File: src/rtl/mode_sequencer_if.sv
// Front-panel button levels and tick in; mode, field and
// single-cycle command pulses out.
interface mode_sequencer_if;
    logic       TICK;
    logic       SW_MODE;
    logic       SW_F1;
    logic       SW_F2;
    logic [1:0] MODE;
    logic       STW_F1;
    logic       STW_F2;
    logic       ALM_TOGGLE;
    logic [1:0] SET_FIELD;
    logic       SET_INC;
    logic       SET_DONE;

    modport master (
        output TICK, SW_MODE, SW_F1, SW_F2,
        input  MODE, STW_F1, STW_F2, ALM_TOGGLE,
        input  SET_FIELD, SET_INC, SET_DONE
    );

    modport slave (
        input  TICK, SW_MODE, SW_F1, SW_F2,
        output MODE, STW_F1, STW_F2, ALM_TOGGLE,
        output SET_FIELD, SET_INC, SET_DONE
    );
endinterface

File: src/rtl/mode_sequencer.sv
// Display-mode sequencer: MODE button walks TIME/STW/ALARM, long
// press enters SET; F1/F2 presses become pulses for the owning mode.
module mode_sequencer #(
    parameter int LONG_PRESS = 100,
    parameter int REPEAT     = 20
) (
    input logic             clock,
    input logic             reset,
    mode_sequencer_if.slave bus
);
    localparam int CW = $clog2(LONG_PRESS + 1);
    localparam logic [CW-1:0] LP     = CW'(LONG_PRESS);
    localparam logic [CW-1:0] LP_M1  = CW'(LONG_PRESS - 1);
    localparam logic [CW-1:0] RELOAD = CW'(LONG_PRESS - REPEAT);

    typedef enum logic [1:0] {
        M_TIME  = 2'd0,
        M_STW   = 2'd1,
        M_ALARM = 2'd2,
        M_SET   = 2'd3
    } mode_e;

    mode_e         state_q, state_d;
    logic          prev_mode_q, prev_f1_q, prev_f2_q;
    logic          armed_q, armed_d;
    logic          long_q, long_d;
    logic [CW-1:0] hold_q, hold_d;
    logic [CW-1:0] rep_q, rep_d;
    logic [1:0]    field_q, field_d;
    logic          stw_f1_q, stw_f1_d;
    logic          stw_f2_q, stw_f2_d;
    logic          alm_q, alm_d;
    logic          inc_q, inc_d;
    logic          done_q, done_d;

    logic mode_press, mode_rel, f1_press, f2_press;
    logic tick_hold, long_hit, short_rel, mode_chg;
    logic rep_run, rep_hit;

    always_ff @(posedge clock) begin
        if (reset) begin
            state_q     <= M_TIME;
            prev_mode_q <= 1'b1;
            prev_f1_q   <= 1'b1;
            prev_f2_q   <= 1'b1;
            armed_q     <= 1'b0;
            long_q      <= 1'b0;
            hold_q      <= '0;
            rep_q       <= '0;
            field_q     <= 2'd0;
            stw_f1_q    <= 1'b0;
            stw_f2_q    <= 1'b0;
            alm_q       <= 1'b0;
            inc_q       <= 1'b0;
            done_q      <= 1'b0;
        end else begin
            state_q     <= state_d;
            prev_mode_q <= bus.SW_MODE;
            prev_f1_q   <= bus.SW_F1;
            prev_f2_q   <= bus.SW_F2;
            armed_q     <= armed_d;
            long_q      <= long_d;
            hold_q      <= hold_d;
            rep_q       <= rep_d;
            field_q     <= field_d;
            stw_f1_q    <= stw_f1_d;
            stw_f2_q    <= stw_f2_d;
            alm_q       <= alm_d;
            inc_q       <= inc_d;
            done_q      <= done_d;
        end
    end

    always_comb begin
        state_d  = state_q;
        armed_d  = armed_q;
        long_d   = long_q;
        field_d  = field_q;
        stw_f1_d = 1'b0;
        stw_f2_d = 1'b0;
        alm_d    = 1'b0;
        inc_d    = 1'b0;
        done_d   = 1'b0;

        mode_press = bus.SW_MODE & ~prev_mode_q;
        mode_rel   = ~bus.SW_MODE & prev_mode_q;
        f1_press   = bus.SW_F1 & ~prev_f1_q;
        f2_press   = bus.SW_F2 & ~prev_f2_q;

        tick_hold = bus.SW_MODE && bus.TICK && (hold_q < LP);
        long_hit  = tick_hold && (hold_q == LP_M1);
        hold_d    = !bus.SW_MODE ? '0 :
                    tick_hold ? hold_q + 1'b1 : hold_q;

        // a release only counts if its press was seen after reset
        short_rel = mode_rel && armed_q && !long_q;
        if (mode_press) armed_d = 1'b1;
        if (mode_rel) begin
            armed_d = 1'b0;
            long_d  = 1'b0;
        end
        if (long_hit && state_q != M_SET) long_d = 1'b1;

        unique case (state_q)
            M_TIME: begin
                if (long_hit) begin
                    state_d = M_SET;
                    field_d = 2'd0;
                end else if (short_rel) begin
                    state_d = M_STW;
                end
            end
            M_STW:   if (short_rel) state_d = M_ALARM;
            M_ALARM: if (short_rel) state_d = M_TIME;
            M_SET: begin
                if (short_rel) begin
                    state_d = M_TIME;
                    done_d  = 1'b1;
                end
            end
        endcase

        mode_chg = (state_d != state_q);

        rep_run = bus.SW_F2 && state_q == M_SET && !mode_chg;
        rep_hit = rep_run && bus.TICK && (rep_q == LP_M1);
        if (!rep_run)
            rep_d = '0;
        else if (rep_hit)
            rep_d = RELOAD;
        else if (bus.TICK)
            rep_d = rep_q + 1'b1;
        else
            rep_d = rep_q;

        if (!mode_chg) begin
            unique case (state_q)
                M_TIME: ;
                M_STW: begin
                    stw_f1_d = f1_press;
                    stw_f2_d = f2_press;
                end
                M_ALARM: alm_d = f1_press;
                M_SET: begin
                    if (f2_press || rep_hit)
                        inc_d = 1'b1;
                    else if (f1_press)
                        field_d = (field_q == 2'd2) ? 2'd0
                                                    : field_q + 2'd1;
                end
            endcase
        end
    end

    assign bus.MODE       = state_q;
    assign bus.SET_FIELD  = field_q;
    assign bus.STW_F1     = stw_f1_q;
    assign bus.STW_F2     = stw_f2_q;
    assign bus.ALM_TOGGLE = alm_q;
    assign bus.SET_INC    = inc_q;
    assign bus.SET_DONE   = done_q;
endmodule

File: src/flat_wrapper.sv
// flat-port wrapper written by rule: the top's interface ports become plain ports
module mode_sequencer_flat 
#(
    parameter int LONG_PRESS = 100,
    parameter int REPEAT     = 20
)
  (clock, reset, bus_TICK, bus_SW_MODE, bus_SW_F1, bus_SW_F2, bus_MODE, bus_STW_F1, bus_STW_F2, bus_ALM_TOGGLE, bus_SET_FIELD, bus_SET_INC, bus_SET_DONE);
  mode_sequencer_if bus_i ();
  input logic clock;
  input logic reset;
  input wire logic [$bits(bus_i.TICK)-1:0] bus_TICK;
  input wire logic [$bits(bus_i.SW_MODE)-1:0] bus_SW_MODE;
  input wire logic [$bits(bus_i.SW_F1)-1:0] bus_SW_F1;
  input wire logic [$bits(bus_i.SW_F2)-1:0] bus_SW_F2;
  output wire logic [$bits(bus_i.MODE)-1:0] bus_MODE;
  output wire logic [$bits(bus_i.STW_F1)-1:0] bus_STW_F1;
  output wire logic [$bits(bus_i.STW_F2)-1:0] bus_STW_F2;
  output wire logic [$bits(bus_i.ALM_TOGGLE)-1:0] bus_ALM_TOGGLE;
  output wire logic [$bits(bus_i.SET_FIELD)-1:0] bus_SET_FIELD;
  output wire logic [$bits(bus_i.SET_INC)-1:0] bus_SET_INC;
  output wire logic [$bits(bus_i.SET_DONE)-1:0] bus_SET_DONE;
  assign bus_i.TICK = bus_TICK;
  assign bus_i.SW_MODE = bus_SW_MODE;
  assign bus_i.SW_F1 = bus_SW_F1;
  assign bus_i.SW_F2 = bus_SW_F2;
  assign bus_MODE = bus_i.MODE;
  assign bus_STW_F1 = bus_i.STW_F1;
  assign bus_STW_F2 = bus_i.STW_F2;
  assign bus_ALM_TOGGLE = bus_i.ALM_TOGGLE;
  assign bus_SET_FIELD = bus_i.SET_FIELD;
  assign bus_SET_INC = bus_i.SET_INC;
  assign bus_SET_DONE = bus_i.SET_DONE;
  mode_sequencer #(.LONG_PRESS(LONG_PRESS), .REPEAT(REPEAT)) u_core (.clock(clock), .reset(reset), .bus(bus_i));
endmodule
File: config.mk
export PLATFORM = sky130hd
export DESIGN_NAME = mode_sequencer_flat
export DESIGN_NICKNAME = d
export VERILOG_FILES = /design/src/rtl/mode_sequencer_if.sv /design/src/rtl/mode_sequencer.sv /design/src/flat_wrapper.sv
export SDC_FILE = /design/constraint.sdc
export NUM_CORES = 1
export LEC_CHECK = 0
export BUFFER_PORTS_ARGS = -buffer_cell sky130_fd_sc_hd__buf_4
export CELL_PAD_IN_SITES_DETAIL_PLACEMENT = 1
export CELL_PAD_IN_SITES_GLOBAL_PLACEMENT = 1
export CORE_AREA = 2 2 59 61
export CTS_BUF_LIST = sky130_fd_sc_hd__clkbuf_4 sky130_fd_sc_hd__clkbuf_8
export CTS_CLUSTER_SIZE = 40
export DETAILED_ROUTE_END_ITERATION = 8
export DIE_AREA = 0 0 61 63
export HOLD_SLACK_MARGIN = 0.06
export PLACE_DENSITY = 0.78
export SKIP_CTS_REPAIR_TIMING = 1
export SLEW_MARGIN = 20
export SYNTH_ARGS = -nofsm -noshare
export SYNTH_HDL_FRONTEND = slang
export SYNTH_SLANG_ARGS = --single-unit
File: constraint.sdc
create_clock -name clock -period 2.22 [get_ports clock]
set_clock_uncertainty 0.2 [all_clocks]
set_input_delay 0.333 -clock clock [delete_from_list [all_inputs] [get_ports clock]]
set_output_delay 0.333 -clock clock [all_outputs]
set_load 0.005 [all_outputs]
==> results.toml, run 1 <==
[worst_setup_path]
slowest_delay_ns = 0.54
cp.arrival_ns = 1.95
crit_chain = "dlygate4sd3_1, buf_4, and4bb_4, a21bo_4, nor3_2, mux2_1"
cp_data_required_time_ns = 2.27
slowest_stage = "dlygate4sd3_1"
cp.buffers_inverters = 2
cp-start-kind = "input port"
crit_type = "in -> reg"
cp-end-kind = "flop"
cp_top_family = "buffers and inverters"
crit_fanout = 5

[global_routing]
overflow = 0
grt_pass1_vias = 997
grt_pass1_wl_um = 4457
grt_max_degree = 17
antenna_found_initial = 0
grt_use_total_pct = 15.13

[pwr]
max-vdd-ir-drop_uv = 544.1
powerDensity_nw_per_um2 = 612.4
p_leak_nw = 0.5430

[logic_synthesis]
synth_nets = 138
synth_edf_count = 0
syn_inst = 130
async_flop_share_pct = 0
synth_area_sq_um = 1237
avgSynthCellArea_sq_um = 9.519
synth-seq-area-share_pct = 45.30
ys.warnings.count = 0
yosysUniqueCellTypes = 35
ys_seq_elements = 28
synthFlopType = "dfxtp_1"

[floorplanning]
start_util_pct = 38.29
core_sq_um = 3232
die_x_um = 61
die_h_um = 63
die-area_sq_um = 3843
rows = 21
io_pins = 15

[clock_network]
cts_tree = "yes"
clockBufferDepth = 2
clkSinkCount = 28
htree_levels = 1
cts-root-buf = "clkbuf_4"
clk_latency_ns = 0.34
numCtsBuffers = 3
clkSlewWorstSetupHoldPaths_ns = 0.16

[run_status]
outcome = "finished, final reports clean"

[sta]
fin_crit_sh_pct = 85.79
slew_viol_final = 0
rsz0062_at_grt = "false"
final.setup.tns_ns = 0
slew_headroom_pct = 70.62
period_needed_ns = 1.905
hold_ws_ns = 0.1031
finalSetupViolCount = 0
tightest_slew_ns = 0.4361
timing.final.ws_setup_ns = 0.3154
finalHoldViolations = 0
max_freq_ghz = 0.5250

[final_layout]
final_nets = 157
final_common_cell = "dfxtp_1"
layout_common_cells = "dfxtp_1, nor2_1, buf_4, nand2_1, xor2_1"
stdcell_area_sq_um = 1465
antenna_cells = 0
finalNonFillerCells = 194
area_growth_pct = 18.40
layout-drive-gt1-share_pct = 18.92

[routing]
drc = 0
ant_nets = 0
vias = 1003
wl_per_cell_um = 13.86
drt_wl_total_um = 2689
drt_pass1_iterations = 4
drt_iter0_drc = 19
vias_per_cell = 5.170

[place]
port_buffers = 14
pre_cts_ws_ns = 0.4191
hpwlAfterDp_um = 1978
dpl_cell_area_sq_um = 1373
placed_cells = 186
globalplace.congestion = 0.7618

[min_path]
min_path_type = "in -> reg"

[flow_run]
max-cap-violations = 0
final timing paths:
| kind | start | to | slack [ns] | depth (start not counted) |
|---|---|---|---|---|
| worst min register to register | u_core.bus.SET_FIELD[1] | u_core.bus.SET_FIELD[1] | 0.33 | 1 |
| worst max-delay path | bus_SW_F2 | u_core.bus.SET_FIELD[0] | 0.32 | 6 |
| worst max register to register | u_core.rep_q[0] | u_core.bus.SET_FIELD[0] | 0.41 | 5 |
| worst min-delay path | bus_TICK | u_core.rep_q[0] | 0.10 | 3 |
flip-flops by register name (all words and copies together) (netlist names):
| register | flops |
|---|---|
| u_core.rep_q | 7 |
| u_core.bus.SET_INC | 1 |
| u_core.hold_q | 7 |
| u_core.prev_mode_q | 1 |
| u_core.bus.SET_FIELD | 2 |
| u_core.bus.ALM_TOGGLE | 1 |
| u_core.prev_f1_q | 1 |
| u_core.armed_q | 1 |
| u_core.prev_f2_q | 1 |
| u_core.bus.STW_F2 | 1 |
| u_core.bus.MODE | 2 |
| u_core.long_q | 1 |
| u_core.bus.SET_DONE | 1 |
| u_core.bus.STW_F1 | 1 |
cells by family (layout without fill, tap and decap cells):
family          after synthesis  after routing  share of synthesized area, %
xor+xnor                     11             11                         7.786
flops                        28             28                         45.30
buf+inv                       4             22                         2.224
simple gates                 65             65                         30.23
fa+ha+maj                     2              2                         2.022
mux                           3              3                         2.528
compound gates               17             17                         9.910
per-stage QoR:
stage	utilization, %	power (mW)
2_1_floorplan	-	0.5503
3_3_place_gp	42.47	0.5621
3_5_place_dp	42.47	0.5640
4_1_cts	44.10	0.9004
5_1_grt	45.33	0.9264
6_report	45.33	0.8973
metal layers:
layer	wire [um]	global-route usage, %
met5	0	0
met4	66	6.522
met3	92	2.484
met2	1372	24.87
met1	1158	18.95
tightest hold or removal path: stages:
cell and delay, ns:
buf_4 0.13, xnor2_1 0.08, nor2_1 0.08
cell usage after synthesis, types with 2 or more instances:
| cell type | count | area share, % |
|---|---|---|
| a41oi_1 | 2 | 1.4 |
| nor2_1 | 19 | 5.8 |
| mux2i_1 | 2 | 1.6 |
| nor2b_1 | 2 | 1.0 |
| and3_1 | 4 | 2.0 |
| or2_2 | 3 | 1.5 |
| nand3_1 | 3 | 1.2 |
| xor2_1 | 8 | 5.7 |
| xnor2_1 | 3 | 2.1 |
| dfxtp_1 | 28 | 45 |
| nor3_2 | 3 | 2.4 |
| o31ai_1 | 2 | 1.2 |
| nand2b_1 | 6 | 3.0 |
| ha_1 | 2 | 2.0 |
| nand4_1 | 5 | 2.5 |
| and2_1 | 2 | 1.0 |
| and4bb_4 | 2 | 2.6 |
| nor3_1 | 4 | 1.6 |
| a21oi_1 | 6 | 2.4 |
| nand2_1 | 9 | 2.7 |
power breakdown:
| group | internal (mW) | switching (mW) |
|---|---|---|
| Combinational | 0.0236 | 0.0236 |
| Sequential | 0.508 | 0.00408 |
| Clock | 0.183 | 0.155 |
layout make-up:
type,count,area [sq um]
clock inverters,1,30.03
fillers,390,1767
multi-input cells,98,649.4
repair buffers,18,145.1
well taps,46,57.56
flip-flops and latches,28,560.5
clock buffers,3,22.52
Power figures use the tool's default switching activity.
==> run 2: changes to the inputs <==
--- a/config.mk
+++ b/config.mk
@@ -14,7 +14,7 @@
 export DETAILED_ROUTE_END_ITERATION = 8
 export DIE_AREA = 0 0 61 63
 export HOLD_SLACK_MARGIN = 0.06
-export PLACE_DENSITY = 0.78
+export PLACE_DENSITY_LB_ADDON = 0.1
 export SKIP_CTS_REPAIR_TIMING = 1
 export SLEW_MARGIN = 20
 export SYNTH_ARGS = -nofsm -noshare
==> constraint.sdc (replaced) <==
create_clock -name clock -period 2.22 [get_ports clock]
set_clock_uncertainty 0.2 [all_clocks]
set_input_delay 0.333 -clock clock [delete_from_list [all_inputs] [get_ports clock]]
set_output_delay 0.333 -clock clock [all_outputs]
set_load 0.05 [all_outputs]
==> run 2 against run 1 <==
- cell area unchanged
- clock-buffer cell count unchanged
- non-clock buffer count unchanged
- sequential cell count unchanged
- combinational power up 4%
- power down 0.23%
- final cell count unchanged
- routed wire length down 2.0%
- setup slack worse by 0.0050 ns
- critical path depth unchanged
- via count down 3.8%
- sequential share of layout area unchanged
- largest power group unchanged
==> results.toml, run 2 (synthesized netlist as in run 1, its figures left out) <==
[run_status]
outcome = "finished, final reports clean"

[worst_setup_path]
reg2reg_slack_ns = 0.40
cp.arrival_ns = 1.95
cp-end-kind = "flop"
crit_type = "in -> reg"
cp-start-kind = "input port"
crit_fanout = 5
cp_data_required_time_ns = 2.26

[routing]
drt_wl_total_um = 2636
drt_iter0_drc = 16
top_layer = "met4"
vias = 965
wl_met1_um = 1227
wl_per_cell_um = 13.59
ant_nets = 0
drc = 0
wl_met3_um = 88
drt_pass1_iterations = 3
wl_met2_um = 1300
vias_per_cell = 4.974

[sta]
rsz0062_at_grt = "false"
slew_headroom_pct = 69.31
slew_viol_final = 0
period_needed_ns = 1.910
hold_ws_ns = 0.1223
final.setup.tns_ns = 0
finalSetupViolCount = 0
max_freq_ghz = 0.5236
timing.final.ws_setup_ns = 0.3103
fin_crit_sh_pct = 86.02
finalHoldViolations = 0
tightest_slew_ns = 0.4555

[global_routing]
overflow = 0
antenna_found_initial = 0
grt_pass1_vias = 1059
grt_max_degree = 17
grt_pass1_wl_um = 4774
grt_use_total_pct = 16.16

[clock_network]
htree_levels = 1
numCtsBuffers = 3
cts_tree = "yes"
clk_latency_ns = 0.33
cts-root-buf = "clkbuf_4"
clkSinkCount = 28
clkSlewWorstSetupHoldPaths_ns = 0.16
clockBufferDepth = 2

[final_layout]
finalNonFillerCells = 194
final_nets = 157
fillers = 391
multi_input_area_sq_um = 649.4
reg_top3 = "u_core.hold_q (7), u_core.rep_q (7)"
seqCellArea_sq_um = 560.5
area_growth_pct = 18.40
layout-drive-gt1-share_pct = 18.92
post-route-util_pct = 45.33
antenna_cells = 0
layout_common_cells = "dfxtp_1, nor2_1, buf_4, nand2_1, xor2_1"
final_common_cell = "dfxtp_1"
stdcell_area_sq_um = 1465

[floorplanning]
io_pins = 15
core_sq_um = 3232
die-area_sq_um = 3843
die_h_um = 63
start_util_pct = 38.29
die_x_um = 61
rows = 21

[pwr]
max-vdd-ir-drop_uv = 238.0
powerDensity_nw_per_um2 = 611.0
p_total_uw = 895.2
p_leak_nw = 0.5430

[place]
globalplace.congestion = 0.7731
hpwlAfterDp_um = 1957
pre_cts_ws_ns = 0.4153
dpl_cell_area_sq_um = 1373
placed_cells = 186
port_buffers = 14

[flow_run]
max-cap-violations = 0

[min_path]
min_path_type = "in -> reg"
-- run 2: cell counts in the layout (fill, tap and decap cells not counted) --
No cell type changed its count.
-- run 2: report_power, final --
| part | internal, mW | total, mW | switching (mW) | leakage [nW] |
|---|---|---|---|---|
| clock network | 0.183 | 0.334 | 0.152 | 0.0279 |
| registers | 0.508 | 0.512 | 0.00391 | 0.227 |
| logic | 0.0236 | 0.0491 | 0.0255 | 0.289 |
-- run 2: routing by layer --
metal	track usage, %	vias up
li1	-	488
met1	20.74	464
met2	26.75	11
met3	2.484	2
met4	5.707	0
met5	0	-
-- run 2: final cells by class --
class	instances	share of cell area, %
clock inverters	1	2.050
clock buffers	3	1.537
flip-flops and latches	28	38.26
well taps	46	3.928
repair buffers	18	9.906
multi-input cells	98	44.32
-- run 2: path summary, 6_finish.rpt --
check | end | cells after the start | from
min | u_core.rep_q[1] | 3 | bus_TICK
min reg2reg | u_core.bus.SET_FIELD[1] | 2 | u_core.bus.SET_FIELD[0]
max | u_core.bus.SET_FIELD[0] | 6 | bus_SW_F2
max reg2reg | u_core.bus.SET_FIELD[0] | 5 | u_core.rep_q[0]
-- run 2: critical path: stages --
cell           delay, ns
dlygate4sd3_1       0.53
buf_4               0.15
and4bb_4            0.21
a21bo_4             0.22
nor3_2              0.15
mux2_1              0.34
